<file path="src/rtl/baccarat_pkg.sv">
// Shared types and constants for the baccarat round sequencer.
// Card ranks are 1-13; tens and faces count as zero.
package baccarat_pkg;

    typedef enum logic [3:0] {
        ST_DEAL_P1 = 4'd0,
        ST_DEAL_D1 = 4'd1,
        ST_DEAL_P2 = 4'd2,
        ST_DEAL_D2 = 4'd3,
        ST_EVAL1   = 4'd4,
        ST_DEAL_P3 = 4'd5,
        ST_EVAL2   = 4'd6,
        ST_DEAL_D3 = 4'd7,
        ST_DONE    = 4'd8
    } state_t;

    localparam logic [3:0] ACE  = 4'd1;
    localparam logic [3:0] TEN  = 4'd10;
    localparam logic [3:0] KING = 4'd13;

    // Highest two-card score at which the player (or a standing-player dealer) draws.
    localparam logic [3:0] PLAYER_DRAW_MAX = 4'd5;

    function automatic logic [3:0] card_value(input logic [3:0] rank);
        return (rank >= TEN) ? 4'd0 : rank;
    endfunction

endpackage

</file>
<file path="src/rtl/banker_draw_rule.sv">
// Dealer third-card decision once the player has drawn a third card.
// Purely combinational: depends on dealer score and player's third-card rank.
module banker_draw_rule
    import baccarat_pkg::*;
(
    input  logic [3:0] dscore,
    input  logic [3:0] pcard3,
    output logic       draw
);

    logic [3:0] w_v;

    assign w_v = card_value(pcard3);

    always_comb begin
        draw = 1'b0;
        case (dscore)
            4'd0, 4'd1, 4'd2: draw = 1'b1;
            4'd3:             draw = (w_v != 4'd8);
            4'd4:             draw = (w_v >= 4'd2) && (w_v <= 4'd7);
            4'd5:             draw = (w_v >= 4'd4) && (w_v <= 4'd7);
            4'd6:             draw = (w_v >= 4'd6) && (w_v <= 4'd7);
            default:          draw = 1'b0;
        endcase
    end

endmodule

</file>
<file path="src/rtl/baccarat_sequencer.sv">
// Round sequencer for baccarat: deals four cards, applies the third-card rules,
// and shows the result until the next step clears the hands.
module baccarat_sequencer
    import baccarat_pkg::*;
#(
    parameter int unsigned NATURAL_MIN = 8
) (
    input  logic       slow_clock,
    input  logic       resetb,
    input  logic       step,
    input  logic [3:0] pscore,
    input  logic [3:0] dscore,
    input  logic [3:0] pcard3,
    output logic       load_pcard1,
    output logic       load_pcard2,
    output logic       load_pcard3,
    output logic       load_dcard1,
    output logic       load_dcard2,
    output logic       load_dcard3,
    output logic       clear_hands,
    output logic       done,
    output logic       player_win_light,
    output logic       dealer_win_light
);

    localparam logic [3:0] NAT_MIN = 4'(NATURAL_MIN);

    state_t r_state;
    state_t w_next;

    logic w_dealer_draw;
    logic w_natural;
    logic w_lp1, w_lp2, w_lp3, w_ld1, w_ld2, w_ld3;
    logic w_clear, w_done, w_pwin, w_dwin;

    banker_draw_rule u_banker_draw_rule (
        .dscore (dscore),
        .pcard3 (pcard3),
        .draw   (w_dealer_draw)
    );

    assign w_natural = (pscore >= NAT_MIN) || (dscore >= NAT_MIN);

    always_ff @(posedge slow_clock or negedge resetb) begin
        if (!resetb) begin
            r_state <= ST_DEAL_P1;
        end else begin
            r_state <= w_next;
        end
    end

    always_comb begin
        w_next  = r_state;
        w_lp1   = 1'b0;
        w_lp2   = 1'b0;
        w_lp3   = 1'b0;
        w_ld1   = 1'b0;
        w_ld2   = 1'b0;
        w_ld3   = 1'b0;
        w_clear = 1'b0;
        w_done  = 1'b0;
        w_pwin  = 1'b0;
        w_dwin  = 1'b0;
        case (r_state)
            ST_DEAL_P1: begin
                w_lp1 = step;
                if (step) w_next = ST_DEAL_D1;
            end
            ST_DEAL_D1: begin
                w_ld1 = step;
                if (step) w_next = ST_DEAL_P2;
            end
            ST_DEAL_P2: begin
                w_lp2 = step;
                if (step) w_next = ST_DEAL_D2;
            end
            ST_DEAL_D2: begin
                w_ld2 = step;
                if (step) w_next = ST_EVAL1;
            end
            ST_EVAL1: begin
                if (w_natural)                       w_next = ST_DONE;
                else if (pscore <= PLAYER_DRAW_MAX)  w_next = ST_DEAL_P3;
                else if (dscore <= PLAYER_DRAW_MAX)  w_next = ST_DEAL_D3;
                else                                 w_next = ST_DONE;
            end
            ST_DEAL_P3: begin
                w_lp3 = step;
                if (step) w_next = ST_EVAL2;
            end
            ST_EVAL2: begin
                w_next = w_dealer_draw ? ST_DEAL_D3 : ST_DONE;
            end
            ST_DEAL_D3: begin
                w_ld3 = step;
                if (step) w_next = ST_DONE;
            end
            ST_DONE: begin
                w_done  = 1'b1;
                w_pwin  = (pscore >= dscore);
                w_dwin  = (dscore >= pscore);
                w_clear = step;
                if (step) w_next = ST_DEAL_P1;
            end
            default: begin
                w_next = ST_DEAL_P1;
            end
        endcase
    end

    // Mealy outputs are masked while reset is held so a high step cannot leak a load.
    assign load_pcard1      = resetb & w_lp1;
    assign load_pcard2      = resetb & w_lp2;
    assign load_pcard3      = resetb & w_lp3;
    assign load_dcard1      = resetb & w_ld1;
    assign load_dcard2      = resetb & w_ld2;
    assign load_dcard3      = resetb & w_ld3;
    assign clear_hands      = resetb & w_clear;
    assign done             = resetb & w_done;
    assign player_win_light = resetb & w_pwin;
    assign dealer_win_light = resetb & w_dwin;

endmodule
</file>
<file path="config.mk">
export PLATFORM = sky130hd
export DESIGN_NAME = baccarat_sequencer
export DESIGN_NICKNAME = d
export VERILOG_FILES = /design/src/rtl/baccarat_pkg.sv /design/src/rtl/banker_draw_rule.sv /design/src/rtl/baccarat_sequencer.sv
export SDC_FILE = /design/constraint.sdc
export NUM_CORES = 1
export LEC_CHECK = 0
export ABC_CLOCK_PERIOD_IN_PS = 3400
export CAP_MARGIN = 20
export CELL_PAD_IN_SITES_DETAIL_PLACEMENT = 1
export CELL_PAD_IN_SITES_GLOBAL_PLACEMENT = 1
export CORE_AREA = 3 3 49 51
export CTS_CLUSTER_DIAMETER = 80
export DETAILED_ROUTE_END_ITERATION = 12
export DIE_AREA = 0 0 52 54
export PLACE_DENSITY = 0.77
export SLEW_MARGIN = 20
export SYNTH_ARGS = -nofsm -noshare
export SYNTH_HDL_FRONTEND = slang
export SYNTH_HIERARCHICAL = 1
export SYNTH_SLANG_ARGS = --single-unit
</file>
<file path="constraint.sdc">
create_clock -name slow_clock -period 3.4 [get_ports slow_clock]
set_input_delay 0.68 -clock slow_clock [delete_from_list [all_inputs] [get_ports slow_clock]]
set_output_delay 0.68 -clock slow_clock [all_outputs]
set_load 0.02 [all_outputs]
</file>
### Word-level counts from Yosys, hierarchy flattened

Cells that the tools add are included.

| storage, ports and cells | value |
|---|---|
| bits of input ports | 15 |
| bits in latches | 0 |
| logic and storage cells | 76 |
| memory bits (read-only) | 0 |
| bits in registers | 4 |
| bits in writable memories | 0 |
| memories kept | 0 |
| output and inout port bits | 10 |

| cells by class | value |
|---|---|
| reduce and logical (&&, ||, !) cells | 8 |
| multiply operators | 0 |
| equal/unequal tests | 22 |
| order comparisons | 11 |
| mux-type cells | 24 |
| bitwise gates (word level) | 10 |
| div/mod/pow operators | 0 |
| shifts and indexed selects | 0 |
| add/sub/neg operators | 0 |

Operator list:

| operator | count |
|---|---|
| two-way mux 4 bit | 12 |
| one-hot mux 4 bit (9 select lines) | 1 |
| equality test 4 x 3 -> 1 bit (second input constant) | 7 |
| equality test 4 x 2 -> 1 bit (second input constant) | 4 |
| != test 2 bit (second input constant) | 7 |
| >= comparator 4 bit (second input constant) | 3 |
| less-or-equal comparator 4 x 3 -> 1 bit (second input constant) | 3 |
| bitwise AND 1 bit | 10 |
| two-way mux 1 bit | 10 |
| equality test 4 x 1 -> 1 bit (second input constant) | 2 |
| >= comparator 4 x 3 -> 1 bit (second input constant) | 2 |
| >= comparator 4 bit | 2 |
| zero test 4 bit | 2 |
| AND reduction 7 bit | 1 |
| one-hot mux 1 bit (5 select lines) | 1 |
| equality test 4 bit (second input constant) | 1 |
| >= comparator 4 x 2 -> 1 bit (second input constant) | 1 |
| != test 4 bit (second input constant) | 1 |
| logical AND 1 bit | 3 |
| OR reduction 3 bit | 1 |
| logical OR 1 bit | 1 |

### Longest topological paths before layout

| logic depth | value |
|---|---|
| depth in word-level cells | 7 |
| mapped depth | 7 |

### Cells and area by module

The synthesis kept the hierarchy.

Modules (own cells, without submodules):

| module | area an instance (sq um) | cells each | instances |
|---|---|---|---|
| baccarat_sequencer | 535.5 | 72 | 1 |
| banker_draw_rule | 65.1 | 7 | 1 |

### Worst setup path after synthesis

No wires, ideal clock.

| timing | value |
|---|---|
| path kind | input to output |
| from | in pscore[2] |
| to | out player_win_light |
| buffers on the path | 0 |
| stages | 6 |
| path slack | 0.976 ns |
| arrival | 1.744 ns |
| path through | inv_1 > ha_1 > a21o_1 > a21oi_1 > o21ai_0 > a21oi_2 |

| on the way | value |
|---|---|
| longest elaborated chain between the ends | 3 |

RTL lines:

| element | RTL line | text |
|---|---|---|
| start, declared | baccarat_sequencer.sv:11 | `input logic [3:0] pscore,` |
| >= comparator 4 bit | baccarat_sequencer.sv:100 | `w_pwin = (pscore >= dscore);` |
| two-way mux 1 bit | baccarat_sequencer.sv:64 | `case (r_state)` |
| bitwise AND 1 bit | baccarat_sequencer.sv:120 | `assign player_win_light = resetb & w_pwin;` |
| end, declared | baccarat_sequencer.sv:22 | `output logic player_win_light,` |

No other way between the ends.

### Worst setup path in the final report

| timing | value |
|---|---|
| from | in pscore[2] |
| to | out dealer_win_light |

| on the way | value |
|---|---|
| longest elaborated chain between the ends | 3 |

RTL lines:

| element | RTL line | text |
|---|---|---|
| >= comparator 4 bit | baccarat_sequencer.sv:101 | `w_dwin = (dscore >= pscore);` |
| two-way mux 1 bit | baccarat_sequencer.sv:64 |  |
| bitwise AND 1 bit | baccarat_sequencer.sv:121 | `assign dealer_win_light = resetb & w_dwin;` |
| end, declared | baccarat_sequencer.sv:23 | `output logic dealer_win_light` |

No other way between the ends.

==> flow_summary.ini <==
[logic_synthesis]
async_reset_ff_share_pct = 100
syn-num-nets = 98
yosysWarnings = 6
syn_area_per_cell_um2 = 7.60
synth_area_leaders = dfrtp_1 (17%), ha_1 (8.3%), inv_1 (6.9%), nor2_1 (5.6%), nor3_1 (5.0%)
synth_top_area_share_pct = 16.7
yosysSeqAreaShare_pct = 16.7
yosys.area.top_type = dfrtp_1
synth_edf_count = 0
synth_cell_types = 34
synth_seq_cells = 4
yosysMostFrequentCell = inv_1
synthFlopType = dfrtp_1
synthTopCellsByCount = inv_1 (11), nor2_1 (9), nor3_1 (6)
syn_area_um2 = 601
syn_inst = 79

[grt]
grtUsageTotal_pct = 14.4
grt_max_degree = 14
overflow = 0
antenna_found_initial = 0
grt_pass1_wl_mm = 3.02
grt_pass1_vias = 739

[worst_setup_path]
reg2reg_to = r_state[2]
crit_type = in2out
slowest_stage = clkdlybuf4s50_1
cpPeakStageDelay_ns = 0.53
worstPathCellList = clkdlybuf4s50_1 > inv_1 > ha_1 > a21o_1 > a21oi_1 > buf_4 > a21oi_2 > clkdlybuf4s50_1
crit_top_cell = clkdlybuf4s50_1
setup.worst_path.end_class = output port
r2r_cells = 4
reg2reg_from = r_state[2]
startpoint_type = primary input
crit_fanout = 3
arrival_ns = 2.64
crit_family = buffers and inverters
crit_buf_inv = 4
r2r_slack_ns = 1.81
crit_required_ns = 2.72

[drt]
drtIter0Drc = 6
vias_per_cell = 5.07
wl_mm = 1.74
ant_nets = 0
drt-wirelength-per-cell_um = 13.0
dr.pass1.iters = 4
drt_drc_violations_left = 0
vias = 680

[timing]
holdWs_ns = 0.648
slew_viol_final = 0
worstMarginPinSlew_ns = 0.407
finalClockSkew_ns = 0.000887
hold_viol_final = 0
rsz0062_at_grt = false
slew_headroom_pct = 72.9
period_share_pct = 97.6
layout_min_cycle_time_ns = 3.32
setup_violations = 0
max_freq_mhz = 301

[min_path]
whs_endpoint = r_state[1]
min_path_cells = 1
hp-class = reg2reg
hold_start = r_state[3]

[floorplanning]
core_um2 = 1980
die_width_um = 52
fp-row-count = 16
dieHeight_um = 54
die_area_um2 = 2810
pin_count = 25
initial_core_util_pct = 30.3

[clock_tree]
cts_tree = yes
clk_path_buf_depth = 2
clock-sinks = 4
cts_root_buf = clkbuf_4
htreeDepth = 1
clk_latency_ns = 0.23
cts_buffers = 3
path_clk_slew_ns = 0.04

[layout]
largest_register = r_state
area_delta_synth_final_pct = 49.6
fillCellCount = 257
largest_register_ffs = 4
final_nets = 128
drive_gt1_share_pct = 15.0
register_area_um2 = 100
reg_top3 = r_state (4)
post-route-util_pct = 45.3
multi_input_area_um2 = 424
n_antenna_cell = 0

[run]
cap_viol_max_count = 0

[place]
gp_congestion = 0.729
numPortBuffers = 24
place_hpwl_mm = 1.49

[power_and_ir_drop]
p_per_area_nw_per_um2 = 439
leakage_nw = 0.392
ir_drop_mv = 0.193

[run_status]
outcome = completed
-- worst max path at each step --
stage | startpoint | end | slack, ns | cells past startpoint
after floorplan | pscore[2] | player_win_light | 0.98 | 6
after global routing | pscore[2] | dealer_win_light | 0.005 | 8
after global placement | pscore[2] | player_win_light | 0.03 | 8
final | pscore[2] | dealer_win_light | 0.08 | 8
after detailed placement | pscore[2] | player_win_light | -0.08 | 8
after CTS | pscore[2] | dealer_win_light | 0.07 | 8
-- metrics by stage --
| step | setup slack, ns | area [µm²] | cells | power, W | TNS (ns) |
|---|---|---|---|---|---|
| 2_1_floorplan | 0.976 | 601 | 79 | 0.000284 | 0 |
| 6_report | 0.0829 | 898 | 134 | 0.000394 | 0 |
| 5_1_grt | 0.00461 | 898 | 134 | 0.000435 | 0 |
| 4_1_cts | 0.0675 | 898 | 134 | 0.000400 | 0 |
| 3_5_place_dp | -0.0785 | 877 | 131 | 0.000341 | -0.0785 |
| 3_3_place_gp | 0.0256 | 877 | 131 | 0.000333 | 0 |
-- timing repair --
item,CTS,global route
resized for setup,1,0
endpoints found under the setup margin,1,0
hold buffers,0,0
buffers inserted,0,0
-- final cells by class --
cell class	count	share of cell area (%)
multi-input cells	60	47.2
repair buffers	29	30.8
flip-flops and latches	4	11.1
inverters	11	4.60
well taps	27	3.76
clock buffers	3	2.51
-- layer usage --
layer	global-route usage, %	wire length [µm]
met1	14.8	722
met2	28.2	896
met3	3.05	101
met4	5.24	19
met5	0	0
-- worst register-to-register path: cells and delay by family (launching register included) --
family,cells,cell delay (ns)
AOI/OAI and AO/OA,1,0.21
DFF,1,0.49
and+or+nand+nor,3,0.79
-- power by group --
group	switching [W]	internal, W	total, W
sequential	0.0000596	0.0000675	0.000127
combinational	0.0000972	0.000112	0.000209
clock	0.0000183	0.0000394	0.0000577
total	0.000175	0.000219	0.000394
-- kinds of logic after synthesis --
kind of cell	count (synthesis)	synth area share, %
and+or+nand+nor	35	37.7
AOI/OAI and AO/OA	20	23.1
buffers and inverters	15	12.7
adders and majority gates	4	8.33
DFF	4	16.7
xor gates and xnor gates	1	1.46
-- placed cells by master (no fill, tap or decap), drive strengths merged, types with 2 or more instances in the layout --
cell type / netlist / routed
clkbuf: 0 / 3
nand2b: 3 / 3
dfrtp: 4 / 4
buf: 4 / 5
nand4: 2 / 2
a21oi: 7 / 7
nand3: 2 / 2
o21ai: 2 / 2
nor4b: 2 / 2
a21o: 2 / 2
nand2: 3 / 3
inv: 11 / 11
clkdlybuf4s50: 0 / 23
or3: 2 / 2
nor2: 9 / 9
nor3: 6 / 6
ha: 4 / 4
No activity file was read; power rests on OpenSTA's default activity.
==> RTL edit 1: new RTL, same flow settings <==
Make the reset (`resetb`) synchronous in one clocked block.
--- a/src/rtl/baccarat_sequencer.sv
+++ b/src/rtl/baccarat_sequencer.sv
@@ -43,3 +43,3 @@
 
-    always_ff @(posedge slow_clock or negedge resetb) begin
+    always_ff @(posedge slow_clock) begin
         if (!resetb) begin
Check against the original RTL: no difference found for any inputs over 10 cycles, from zero or initial values and one cycle with resetb low; that may be too few to reach the edited logic, so the function may still have changed.
==> RTL edit 1 against the unedited design <==
Area after synthesis fell by 1.0%. Clock skew is 8.5 ps higher. Die area is the same. Setup slack gained 110 ps. Final area is 2.4% lower. Sequential cell count unchanged. Routed wire length is 3.9% lower. Final cell count fell by 6.0%.
Power is not compared: it rests on default switching activity, and its combinational part moved more than twofold at a synthesized area within 25%.
==> RTL edit 1: results (changes against the unedited design) <==
reg.largest.list: "r_state (4)"  # unchanged
grt_usage_pct: 13.72  # was 14.39%
ir_drop_mv: 0.09266
cts_root_buf: "clkbuf_4"  # unchanged
ff2ff_setup_slack_ps: 1980  # was 1810 ps
drive_above_1_share_pct: 13.13  # was 14.95%
worst_pin_slew_ps: 537.8  # was 406.7 ps
dpl-instance-area_um2: 857.1  # was 877.1 um^2
yosys-top-cells-area: "dfxtp_1 (13%), ha_1 (8.4%), buf_6 (5.7%)"  # was dfrtp_1 (17%), ha_1 (8.3%), inv_1 (6.9%)
synthMostInstantiatedCell: "inv_1"  # unchanged
drt-total-wl_um: 1673  # was 1740 um
drtIter0Drc: 3  # was 6
cts_resized: 2  # was 1
instances_no_fill: 126  # was 134
cp_max_fo: 2  # was 3
ys_warn_count: 6  # unchanged
worstReg2RegEnd: "r_state[1]$_SDFFE_PN0P_"  # was r_state[2]$_DFFE_PN0P_
port_buffers: 24  # unchanged
cts_setup_buffers: 0  # unchanged
p_leak_nw: 0.3481
yosys_most_used_dff: "dfxtp_1"  # was dfrtp_1
firstDrtPassIters: 4  # unchanged
syn_inst: 72  # was 79
synthDistinctLibCells: 35  # was 34
vias: 662  # was 680
grt_pass1_wl_um: 2822  # was 3015 um
hold_depth: 2  # was 1
first_global_vias: 686  # was 739
r2r_start: "r_state[1]$_SDFFE_PN0P_"  # was r_state[2]$_DFFE_PN0P_
hold_end: "r_state[2]$_SDFFE_PN0P_"  # was r_state[1]$_DFFE_PN0P_
dp_hpwl_um: 1394  # was 1494 um
clkLatencyLatePin_ps: 250  # was 230 ps
async_reset_ff_share_pct: 0  # was 100.0%
cts_buffer_depth: 2  # unchanged
syn_nets: 91  # was 98
ys_seq_area_share_pct: 13.47  # was 16.67%
holdCritPathClass: "reg2reg"  # unchanged
grt_max_degree: 12  # was 14
path_clk_slew_ps: 40  # about the same
hold_slack_ps: 684.3  # was 648.4 ps
dpl_worst_slack_ps: -97.51  # was -78.53 ps
htree_levels: 1  # unchanged
antenna_found_initial: 0  # unchanged
swShare_pct: 32.38
drv_cap: 0  # unchanged
crit_start: "pscore[1]"  # was pscore[2]
reg2reg_depth: 4  # unchanged
diodes: 0  # unchanged
place_congestion: 0.8632  # was 0.7293
status: "completed"  # unchanged
numCtsBuffers: 3  # unchanged
min-delay-start: "r_state[2]$_SDFFE_PN0P_"  # was r_state[3]$_DFFE_PN0P_
skew_ps: 9.424  # was 0.8870 ps
place_inst: 123  # was 131
-- RTL edit 1: worst max path at each step --
| stage | endpoint | slack (ps) | depth (start not counted) |
|---|---|---|---|
| final | dealer_win_light | 190 | 8 |
| after detailed placement | player_win_light | -100 | 8 |
| after CTS | dealer_win_light | 180 | 8 |
| after global placement | player_win_light | -70 | 8 |
| after global routing | player_win_light | 20 | 8 |
| after floorplan | player_win_light | 730 | 6 |
-- RTL edit 1: layout make-up --
class / instances / area (um^2)
Tap cell: 27 / 33.78
Timing Repair Buffer: 27 / 260.3
Clock buffer: 3 / 22.52
Sequential cell: 4 / 80.08
Fill cell: 242 / 1105
Inverter: 8 / 30.03
Multi-Input combinational cell: 57 / 450.4
-- RTL edit 1: logic make-up after synthesis --
group                      share of synthesized area, %
adders and majority gates                         8.421
DFF                                               13.47
xor gates and xnor gates                          1.474
AOI/OAI and AO/OA                                 26.52
and+or+nand+nor                                   39.37
buffers and inverters                             10.74
-- RTL edit 1: worst max-delay path: stages --
cell             delay, ps
clkdlybuf4s50_1        480
inv_1                   60
ha_1                   290
nor2b_1                130
o21a_1                 160
o21a_1                 180
o31a_1                 230
dlygate4sd2_1          320
-- RTL edit 1: power by group through the flow --
stage | Combinational [W] | Clock, W | Sequential (W)
6_report | 0.0000712 | 0.0000623 | 0.0000596
4_1_cts | 0.0000723 | 0.0000652 | 0.0000599
3_3_place_gp | 0.0000706 | 0 | 0.0000604
3_5_place_dp | 0.0000719 | 0 | 0.0000605
5_1_grt | 0.0000795 | 0.0000665 | 0.0000605
2_1_floorplan | 0.0000501 | 0 | 0.0000516
-- RTL edit 1: routing by layer --
metal	share of wire [%]	global-route usage [%]	vias up
li1	-	-	327
met1	40	14.05	303
met2	51	26.57	26
met3	5.7	1.662	6
met4	2.7	7.860	0
met5	0	0	-
==> RTL edit 2: new RTL, same settings <==
Without the edit above. Change the parameter `NATURAL_MIN` from 8 to 6.
--- a/src/rtl/baccarat_sequencer.sv
+++ b/src/rtl/baccarat_sequencer.sv
@@ -5,3 +5,3 @@
 #(
-    parameter int unsigned NATURAL_MIN = 8
+    parameter int unsigned NATURAL_MIN = 6
 ) (
Formal check against the unedited RTL: not equivalent (Yosys sat finds a counterexample within 10 cycles, from zero or initial values and one cycle with resetb low).
==> RTL edit 2 against the unedited design <==
Routed wire length up 1.8%. Global-route usage is 0.36 points higher. Sequential power grew 24%. Critical path type unchanged. Setup slack better by 180 ps. Final area shrank 3.9%. Total power grew 3.8%. Sequential cell count unchanged. First-iteration DRC count rose by 100%. Area after synthesis shrank 2.3%. Largest power group unchanged. Worst hold slack barely moved.
==> RTL edit 2: results (changes against the unedited design) <==
reg2reg_depth: 2  # was 4
numCtsBuffers: 3  # unchanged
syn_nets: 89  # was 98
synthDistinctLibCells: 36  # was 34
r2r_start: "r_state[0]$_DFFE_PN0P_"  # was r_state[2]$_DFFE_PN0P_
yosys-top-cells-area: "dfrtp_1 (17%), ha_1 (8.5%), buf_6 (5.8%)"  # was dfrtp_1 (17%), ha_1 (8.3%), inv_1 (6.9%)
drtIter0Drc: 12  # was 6
fin_ws_ps: 265.8  # was 82.92 ps
drive_above_1_share_pct: 15.79  # was 14.95%
routedWlPerCell_um: 14.52  # was 12.99 um
cpPeakStageDelay_ps: 500  # was 530 ps
p_leak_nw: 0.3857  # was 0.3917 nW
viasPerCell: 5.082  # was 5.075
vias: 620  # was 680
place_inst: 119  # was 131
fillers: 241  # was 257
grt.met2_usage_pct: 27.41  # was 28.24%
firstDrtPassIters: 2  # was 4
dp_hpwl_um: 1388  # was 1494 um
met3_usage_pct: 4.986  # was 3.047%
status: "completed"  # unchanged
dpl-instance-area_um2: 839.6  # was 877.1 um^2
worstReg2RegEnd: "r_state[3]$_DFFE_PN0P_"  # was r_state[2]$_DFFE_PN0P_
dpl_worst_slack_ps: -29.09  # was -78.53 ps
grt_usage_pct: 14.74  # was 14.39%
multi_input_area_um2: 420.4  # was 424.2 um^2
skew_ps: 4.910  # was 0.8870 ps
ff2ff_setup_slack_ps: 2010  # was 1810 ps
crit_start: "pscore[1]"  # was pscore[2]
endpoint: "player_win_light"  # was dealer_win_light
use_met1_pct: 16.31  # was 14.80%
hold_slack_ps: 648.7  # was 648.4 ps
-- RTL edit 2: layout make-up --
cell class / instances / area share (%)
clock buffer: 3 / 2.609
inverter: 6 / 2.609
multi-input combinational: 55 / 48.70
sequential: 4 / 11.59
tap: 27 / 3.913
timing repair buffer: 27 / 30.58
-- RTL edit 2: where the power goes --
part           switching (W)  internal (W)
registers          0.0000873     0.0000701
logic              0.0000895      0.000102
clock network      0.0000205     0.0000396
total               0.000197      0.000212
-- RTL edit 2: kinds of logic after synthesis --
group / share of synthesized area [%]
buffers and inverters: 11.30
AO/OA/AOI/OAI: 20.89
flip-flops: 17.06
adder cells (fa/ha/maj): 8.529
AND/OR/NAND/NOR: 42.22
-- RTL edit 2: timing repair --
action | in CTS | in global routing
hold buffers | 0 | 0
endpoints found under the setup margin | 1 | 1
gates resized for setup | 1 | 1
-- RTL edit 2: per-layer routing --
layer,vias to the layer above,wire length (um)
met5,-,0
met4,0,6
met3,2,117
met2,24,887
met1,287,760
li1,307,-
